==> src/rtl/fifo_pkg.sv <==
// Shared sizing for the register-entry FIFO: default geometry and the
// pointer/occupancy width derivations used by every instance.
package fifo_pkg;

  localparam int DEF_WIDTH = 16;
  localparam int DEF_DEPTH = 8;

  function automatic int ptr_width(input int depth);
    return $clog2(depth);
  endfunction

  // Occupancy must represent DEPTH itself, hence one extra code point.
  function automatic int cnt_width(input int depth);
    return $clog2(depth + 1);
  endfunction

  localparam int DEF_PTR_W = ptr_width(DEF_DEPTH);
  localparam int DEF_CNT_W = cnt_width(DEF_DEPTH);

endpackage

==> src/rtl/reg_n.sv <==
// WIDTH-bit storage register with write enable; clears to zero on reset.
module reg_n #(
  parameter int WIDTH = 16
) (
  input  logic             clk,
  input  logic             rst_n,
  input  logic             we,
  input  logic [WIDTH-1:0] d,
  output logic [WIDTH-1:0] q
);

  always_ff @(posedge clk or negedge rst_n) begin
    if (!rst_n) q <= '0;
    else if (we) q <= d;
  end

endmodule

==> src/rtl/reg_fifo.sv <==
// First-word-fall-through FIFO of DEPTH register entries with occupancy
// count and a sticky overflow/underflow flag.
module reg_fifo
  import fifo_pkg::*;
#(
  parameter int WIDTH = DEF_WIDTH,
  parameter int DEPTH = DEF_DEPTH
) (
  input  logic                         clk,
  input  logic                         rst_n,
  input  logic                         push,
  input  logic [WIDTH-1:0]             data_in,
  input  logic                         pop,
  output logic [WIDTH-1:0]             data_out,
  output logic                         full,
  output logic                         empty,
  output logic [$clog2(DEPTH+1)-1:0]   count,
  output logic                         err
);

  localparam int PTR_W = ptr_width(DEPTH);
  localparam int CNT_W = cnt_width(DEPTH);

  logic [PTR_W-1:0] wp;
  logic [PTR_W-1:0] rp;
  logic [WIDTH-1:0] entries [DEPTH];
  logic             push_ok;
  logic             pop_ok;

  assign full  = (count == CNT_W'(DEPTH));
  assign empty = (count == '0);

  // A pop frees the slot at full, so a same-cycle push may take it.
  assign push_ok = push && (!full || pop);
  assign pop_ok  = pop && !empty;

  genvar i;
  for (i = 0; i < DEPTH; i++) begin : g_entry
    reg_n #(
      .WIDTH (WIDTH)
    ) u_entry (
      .clk   (clk),
      .rst_n (rst_n),
      .we    (push_ok && (wp == PTR_W'(i))),
      .d     (data_in),
      .q     (entries[i])
    );
  end

  assign data_out = entries[rp];

  // DEPTH is a power of two, so pointer increments wrap for free.
  always_ff @(posedge clk or negedge rst_n) begin
    if (!rst_n) begin
      wp    <= '0;
      rp    <= '0;
      count <= '0;
      err   <= 1'b0;
    end else begin
      if (push_ok) wp <= wp + 1'b1;
      if (pop_ok)  rp <= rp + 1'b1;
      count <= count + CNT_W'(push_ok) - CNT_W'(pop_ok);
      if ((pop && empty) || (push && full && !pop)) err <= 1'b1;
    end
  end

endmodule

==> config.mk <==
export PLATFORM = sky130hd
export DESIGN_NAME = reg_fifo
export DESIGN_NICKNAME = d
export VERILOG_FILES = /design/src/rtl/fifo_pkg.sv /design/src/rtl/reg_n.sv /design/src/rtl/reg_fifo.sv
export SDC_FILE = /design/constraint.sdc
export NUM_CORES = 1
export LEC_CHECK = 0
export ABC_AREA = 0
export CORE_MARGIN = 2
export CORE_UTILIZATION = 64
export CTS_CLUSTER_DIAMETER = 40
export DETAILED_ROUTE_END_ITERATION = 8
export PLACE_DENSITY = 0.85
export RECOVER_POWER = 25
export SYNTH_ARGS = -nofsm -noshare
export SYNTH_HDL_FRONTEND = slang
export SYNTH_SLANG_ARGS = --single-unit
==> constraint.sdc <==
create_clock -name clk -period 4.01 [get_ports clk]
set_input_delay 0.802 -clock clk [delete_from_list [all_inputs] [get_ports clk]]
set_output_delay 0.802 -clock clk [all_outputs]
set_load 0.01 [all_outputs]
# Word level (Yosys, flattened, before mapping)
# Index checks and enable logic that the tools add are counted.
# W data, S select, Z words.
# totals
out_inout_bits,23
latch_bits,0
rom_bits,0
wordCells,49
ramBits,0
ff_bits,139
mem_count,0
input_bits,20
# classes
shifts,0
multipliers,0
div_mod_pow,0
n_bitwise,1
n_lt_le_gt_ge,1
eq_ne,8
mux,3
reduce_logical,20
addsub,4
# ops
cell,count
$bmux W16 S3,1
$mux W16,2
$logic_and A1 B1 Y1,13
$eq A3 B3 Y1 const B,4
$add A3 B1 Y3 const B,2
$eq A3 B2 Y1 const B,2
$add A4 B1 Y4,1
$eq A4 B4 Y1 const B,1
$ge A4 B4 Y1 const B,1
$logic_not A4 Y1,1
$not A3 Y4,1
$sub A4 B1 Y4,1
$eq A3 B1 Y1 const B,1
$logic_not A1 Y1,3
$logic_not A3 Y1,1
$logic_or A1 B1 Y1,2

# Logic depth before layout (Yosys ltp)
# logic_depth
depth_word,6
ltp_mapped,12

# Cells and area by module
# Synthesis repeated with hierarchy kept, for this count alone.
# hier_totals
cells_unflattened,398
area_unflattened_um2,6975.4
# by_module_without_submodules
mod,cells_per_inst,area_each_um2,seq_area_each_um2,instances
reg_n,34,649.4,400.4,8
reg_fifo,126,1780.5,275.3,1

# Least setup slack after synthesis
# OpenSTA, ideal clock, no wires.
# synth_timing
path_kind,input-to-reg
start,input port pop
end,register count[2]
arrival_ns,2.520
n_path_buf,2
path_stages,10
path_slack_ns,1.368
cell_sequence,nor4b_2 > buf_6 > nand2b_1 > buf_2 > ha_1 > inv_1 > ha_1 > inv_1 > fa_1 > xnor2_1
# synth_between
elab_chain_cells,4
# synth_rtl
element,line_no,rtl
"start, declared",reg_fifo.sv:13,"input logic pop,"
$logic_or A1 B1 Y1,reg_fifo.sv:34,assign push_ok = push && (!full || pop);
$logic_and A1 B1 Y1,reg_fifo.sv:34,
$add A4 B1 Y4,reg_fifo.sv:62,count <= count + CNT_W'(push_ok) - CNT_W'(pop_ok);
$sub A4 B1 Y4 (*),reg_fifo.sv:62,
"end signal, assigned",reg_fifo.sv:62,
"end, declared",reg_fifo.sv:17,"output logic [$clog2(DEPTH+1)-1:0] count,"
# Every way passes the cells marked *; elsewhere a longest branch is shown, timed or not.
# A chain may end at the register's enable or synchronous reset.

# Worst setup path after layout
# layout_timing
start,register rp[0]
end,output port data_out[1]
# layout_between
elab_chain_cells,4
# layout_rtl
element,line_no,rtl
"start, declared",reg_fifo.sv:25,logic [PTR_W-1:0] rp;
"start signal, assigned",reg_fifo.sv:61,if (pop_ok) rp <= rp + 1'b1;
$not A3 Y4 (implied by the code),reg_fifo.sv:50,assign data_out = entries[rp];
$bmux W16 S3,reg_fifo.sv:50,
$mux W16 (implied by the code) (2 in series),reg_fifo.sv:50,
"end, declared",reg_fifo.sv:14,"output logic [WIDTH-1:0] data_out,"
# Every way passes these cells. The select of a mux whose other input is x is not followed.

==> run metrics <==
level count of the clock H-tree 4; kind of capture point of the worst setup path output pin; number of filler cells placed in the layout a little under 600; Clock Sinks around 140; pin count of the biggest net entering global routing 82; global-route usage over all layers 0.2654; final WL between 10000 and 15000 um; max-slew violation total from the final report 81; buffering stage count on the worst path with inverters included 2; result of the run finished, violations left; DIE AREA 11360 um2; Max clock buf depth 2; failing checks capacitance limit, slew limit; clock network fraction of design power 0.227; # Max-Cap Violations 1; Synth-to-Final Area Change 17.99%; highest net fanout along the worst path 13; final std cells w/o fill approximately 600; slowest cell on the critical path sky130_fd_sc_hd__dfrtp_2; cell family with the largest share of critical-path delay multiplexers; I/O pins 43; number of rows in the core area 37; delay of the slowest critical-path stage 0.65 ns; clock latency on the worst-skew pair approximately 0.53 ns; Hold Crit Depth 1; # placed instances approximately 570; slew margin rel. -0.3143; leading post-synthesis cells by cell area sky130_fd_sc_hd__dfrtp_1 (52%), sky130_fd_sc_hd__mux2_4 (13%), sky130_fd_sc_hd__mux2_2 (13%); clock buffer count from CTS 17; Setup TNS Final 0 ns; area inside the core boundary 10280 um2; slack of the critical path around 0.44 ns; share of final-layout standard cells stronger than drive strength 1 0.4870; number of violations reported at the end of detailed-routing iteration 0 210; antenna violations before repair 0; category of the worst setup path launch point flip-flop; Hold Vio Cnt, Final 0; mean instance size in the synthesized netlist 17.04 um2; placed wire-length estimate after detailed placement just under 8000 um; critical-path cell list buf_4 > mux4_2 > mux2_2 > clkdlybuf4s50_1; number of setup buffers added after CTS 0; count of inserted antenna diode cells 0; first-pass GRT wire length about 22000 um; detailed-routing iteration count for the pre-antenna-repair pass 4; Via density between 6 and 7; count of cells resized by post-cts repair 0; buffers added on ports 42; number of nets still failing antenna checks after routing 0; relative contribution of combinational cells to total power 0.422; Power Dens Cells between 900 and 1000 nW/um2; Unique masters post-synth 29; worst vdd rail ir drop 544.3 uV; final net count between 400 and 500; sequential share of power 0.352; Setup Slack @ Placement between 0.9 and 1 ns; net switching power of the design roughly 2.2 mW; cell count after synthesis 395; Final Skew roughly 0.006 ns; root buffer cell sky130_fd_sc_hd__clkbuf_8; post-synthesis register bit count approximately 140; count of cells along the worst register-to-register path 11; initial core utilization 0.6551; static leakage power around 3.4 nW; final critical path time including I/O delays and setup 3.570 ns; Vias about 3600; sequential cell area fraction in the yosys report 0.5166; post-synthesis cell type with the largest combined area sky130_fd_sc_hd__dfrtp_1; data arrival at the endpoint of the critical path between 2 and 3 ns; final critical-path share of the clock period 0.8903; clock tree from TritonCTS yes; proportion of total power due to net switching 0.2939; f_max 280.1 MHz; Worst Max-Slew Pin Slew just under 2 ns; classification of the worst-slack hold path reg2reg; internal power contribution roughly 5.3 mW; total number of yosys warnings 0; unrepaired setup endpoints after global routing false; number of global-route vias before repair approximately 4000; post-DR wirelength/cell between 20 and 25 um; die span in y 106.6 um; number of buffers added to fix hold violations after cts 0; share of the synthesized area in the top cell type 0.5166; Syn Std Cell Area between 6000 and 7000 um2; post-synthesis net count between 400 and 500; Stages on worst setup path 4; number of design rule violations left after detail routing 0; CP Class reg2out; global placement routability congestion ~0.70; endpoint required time on the critical path 3.21 ns; final setup violation count 0; Die X 106.6 um; clock input transition at the sequential cells of the worst setup and hold paths 0.06 ns; sum of internal, switching and leakage power 7.469 mW; total gr overflow 0
==> cell families (layout without fill, tap and decap cells) <==
kind of cell	after synthesis	after routing	share of synthesized area
AO/OA/AOI/OAI	4	4	0.003715
XOR/XNOR	5	5	0.006504
adder cells (fa/ha/maj)	14	14	0.02713
buffers and inverters	32	99	0.03085
flip-flops	139	139	0.5166
multiplexers	179	179	0.3862
AND/OR/NAND/NOR	22	22	0.02899
==> worst register-to-register path: stages (launching register included) <==
cell                      delay, ns
sky130_fd_sc_hd__dfrtp_1       0.38
sky130_fd_sc_hd__inv_1         0.10
sky130_fd_sc_hd__ha_1          0.17
sky130_fd_sc_hd__or3b_2        0.48
sky130_fd_sc_hd__nand2_1       0.15
sky130_fd_sc_hd__inv_1         0.06
sky130_fd_sc_hd__ha_1          0.27
sky130_fd_sc_hd__inv_1         0.06
sky130_fd_sc_hd__ha_1          0.16
sky130_fd_sc_hd__inv_1         0.06
sky130_fd_sc_hd__fa_1          0.37
sky130_fd_sc_hd__xnor2_1       0.13
==> power groups by stage <==
| stage | combinational, mW | sequential [mW] | clock [mW] |
|---|---|---|---|
| floorplan | 2.32 | 2.42 | 0 |
| global placement | 3.04 | 2.56 | 0 |
| detailed placement | 3.12 | 2.62 | 0 |
| CTS | 3.18 | 2.63 | 1.71 |
| global route | 3.37 | 2.72 | 1.78 |
| finish | 3.15 | 2.63 | 1.69 |
==> layer usage <==
| layer | track usage | vias up | routed length, um |
|---|---|---|---|
| li1 | - | 1556 | - |
| met2 | 0.4354 | 59 | 6823 |
| met5 | 0 | - | 0 |
| met1 | 0.3492 | 1962 | 5861 |
| met3 | 0.06009 | 26 | 366 |
| met4 | 0.09926 | 0 | 269 |
==> flip-flops by register name, indices dropped and copies added, names as in the netlist <==
name	cells
g_entry.u_entry.q	128
count	4
wp	3
err	1
rp	3
==> cell usage in the layout (no fill, tap or decap), types with 2 or more instances in the layout <==
cell type	n
sky130_fd_sc_hd__a21o_1	2
sky130_fd_sc_hd__buf_12	3
sky130_fd_sc_hd__buf_4	10
sky130_fd_sc_hd__bufinv_16	5
sky130_fd_sc_hd__clkbuf_1	2
sky130_fd_sc_hd__clkbuf_16	16
sky130_fd_sc_hd__clkbuf_8	3
sky130_fd_sc_hd__clkdlybuf4s50_1	41
sky130_fd_sc_hd__clkinv_2	2
sky130_fd_sc_hd__clkinvlp_4	3
sky130_fd_sc_hd__dfrtp_1	138
sky130_fd_sc_hd__ha_1	13
sky130_fd_sc_hd__inv_1	11
sky130_fd_sc_hd__mux2_1	9
sky130_fd_sc_hd__mux2_2	77
sky130_fd_sc_hd__mux2_4	60
sky130_fd_sc_hd__mux4_2	32
sky130_fd_sc_hd__nand2_1	8
sky130_fd_sc_hd__nor2_4	2
sky130_fd_sc_hd__nor3_4	6
sky130_fd_sc_hd__xnor2_1	4
==> area by class of cell <==
class | instances | area (um2) | area share
tap | 136 | 170.2 | 0.02142
clock buffer | 21 | 449.2 | 0.05654
timing repair buffer | 55 | 550.5 | 0.06930
inverter | 12 | 47.55 | 0.005985
sequential | 139 | 3480 | 0.4380
clock inverter | 11 | 191.4 | 0.02410
multi-input combinational | 224 | 3055 | 0.3846
==> cell usage after synthesis <==
| cell type | instances |
|---|---|
| sky130_fd_sc_hd__dfrtp_1 | 139 |
| sky130_fd_sc_hd__mux2_2 | 77 |
| sky130_fd_sc_hd__mux2_4 | 60 |
| sky130_fd_sc_hd__mux4_2 | 32 |
| sky130_fd_sc_hd__ha_1 | 13 |
| sky130_fd_sc_hd__inv_1 | 11 |
| sky130_fd_sc_hd__mux2_1 | 9 |
| sky130_fd_sc_hd__nand2_1 | 8 |
| sky130_fd_sc_hd__buf_6 | 6 |
| sky130_fd_sc_hd__nor3_4 | 6 |
| sky130_fd_sc_hd__buf_2 | 5 |
| sky130_fd_sc_hd__clkbuf_1 | 4 |
| sky130_fd_sc_hd__xnor2_1 | 4 |
| sky130_fd_sc_hd__buf_8 | 3 |
| sky130_fd_sc_hd__a21o_1 | 2 |
| sky130_fd_sc_hd__buf_1 | 2 |
| sky130_fd_sc_hd__nor2_4 | 2 |
| sky130_fd_sc_hd__a21oi_1 | 1 |
| sky130_fd_sc_hd__and2_1 | 1 |
| sky130_fd_sc_hd__fa_1 | 1 |
| sky130_fd_sc_hd__inv_4 | 1 |
| sky130_fd_sc_hd__mux2i_1 | 1 |
| sky130_fd_sc_hd__nand2b_1 | 1 |
| sky130_fd_sc_hd__nand3_1 | 1 |
| sky130_fd_sc_hd__nor2_1 | 1 |
| sky130_fd_sc_hd__nor4b_2 | 1 |
| sky130_fd_sc_hd__o21ai_0 | 1 |
| sky130_fd_sc_hd__or3b_2 | 1 |
| sky130_fd_sc_hd__xor2_1 | 1 |
==> stage by stage <==
step	hold WS, ns	area, um2	util
after global routing	0.4978	7944	0.7729
after detailed placement	0.4534	7306	0.7109
final	0.4613	7944	0.7729
after floorplan	0.4524	6733	-
after global placement	0.4406	7306	0.7109
after CTS	0.4708	7946	0.7732
==> worst paths after layout <==
kind | from | slack [ns] | end
max in group asynchronous | rst_n | 2.03 | g_entry[4].u_entry.q[4]
min in group asynchronous | rst_n | 0.83 | g_entry[3].u_entry.q[7]
setup reg to reg | count[2] | 1.51 | count[2]
setup / recovery | rp[0] | 0.44 | data_out[1]
hold / removal | err | 0.46 | err
hold reg to reg | err | 0.46 | err
Power figures use the tool's default switching activity.
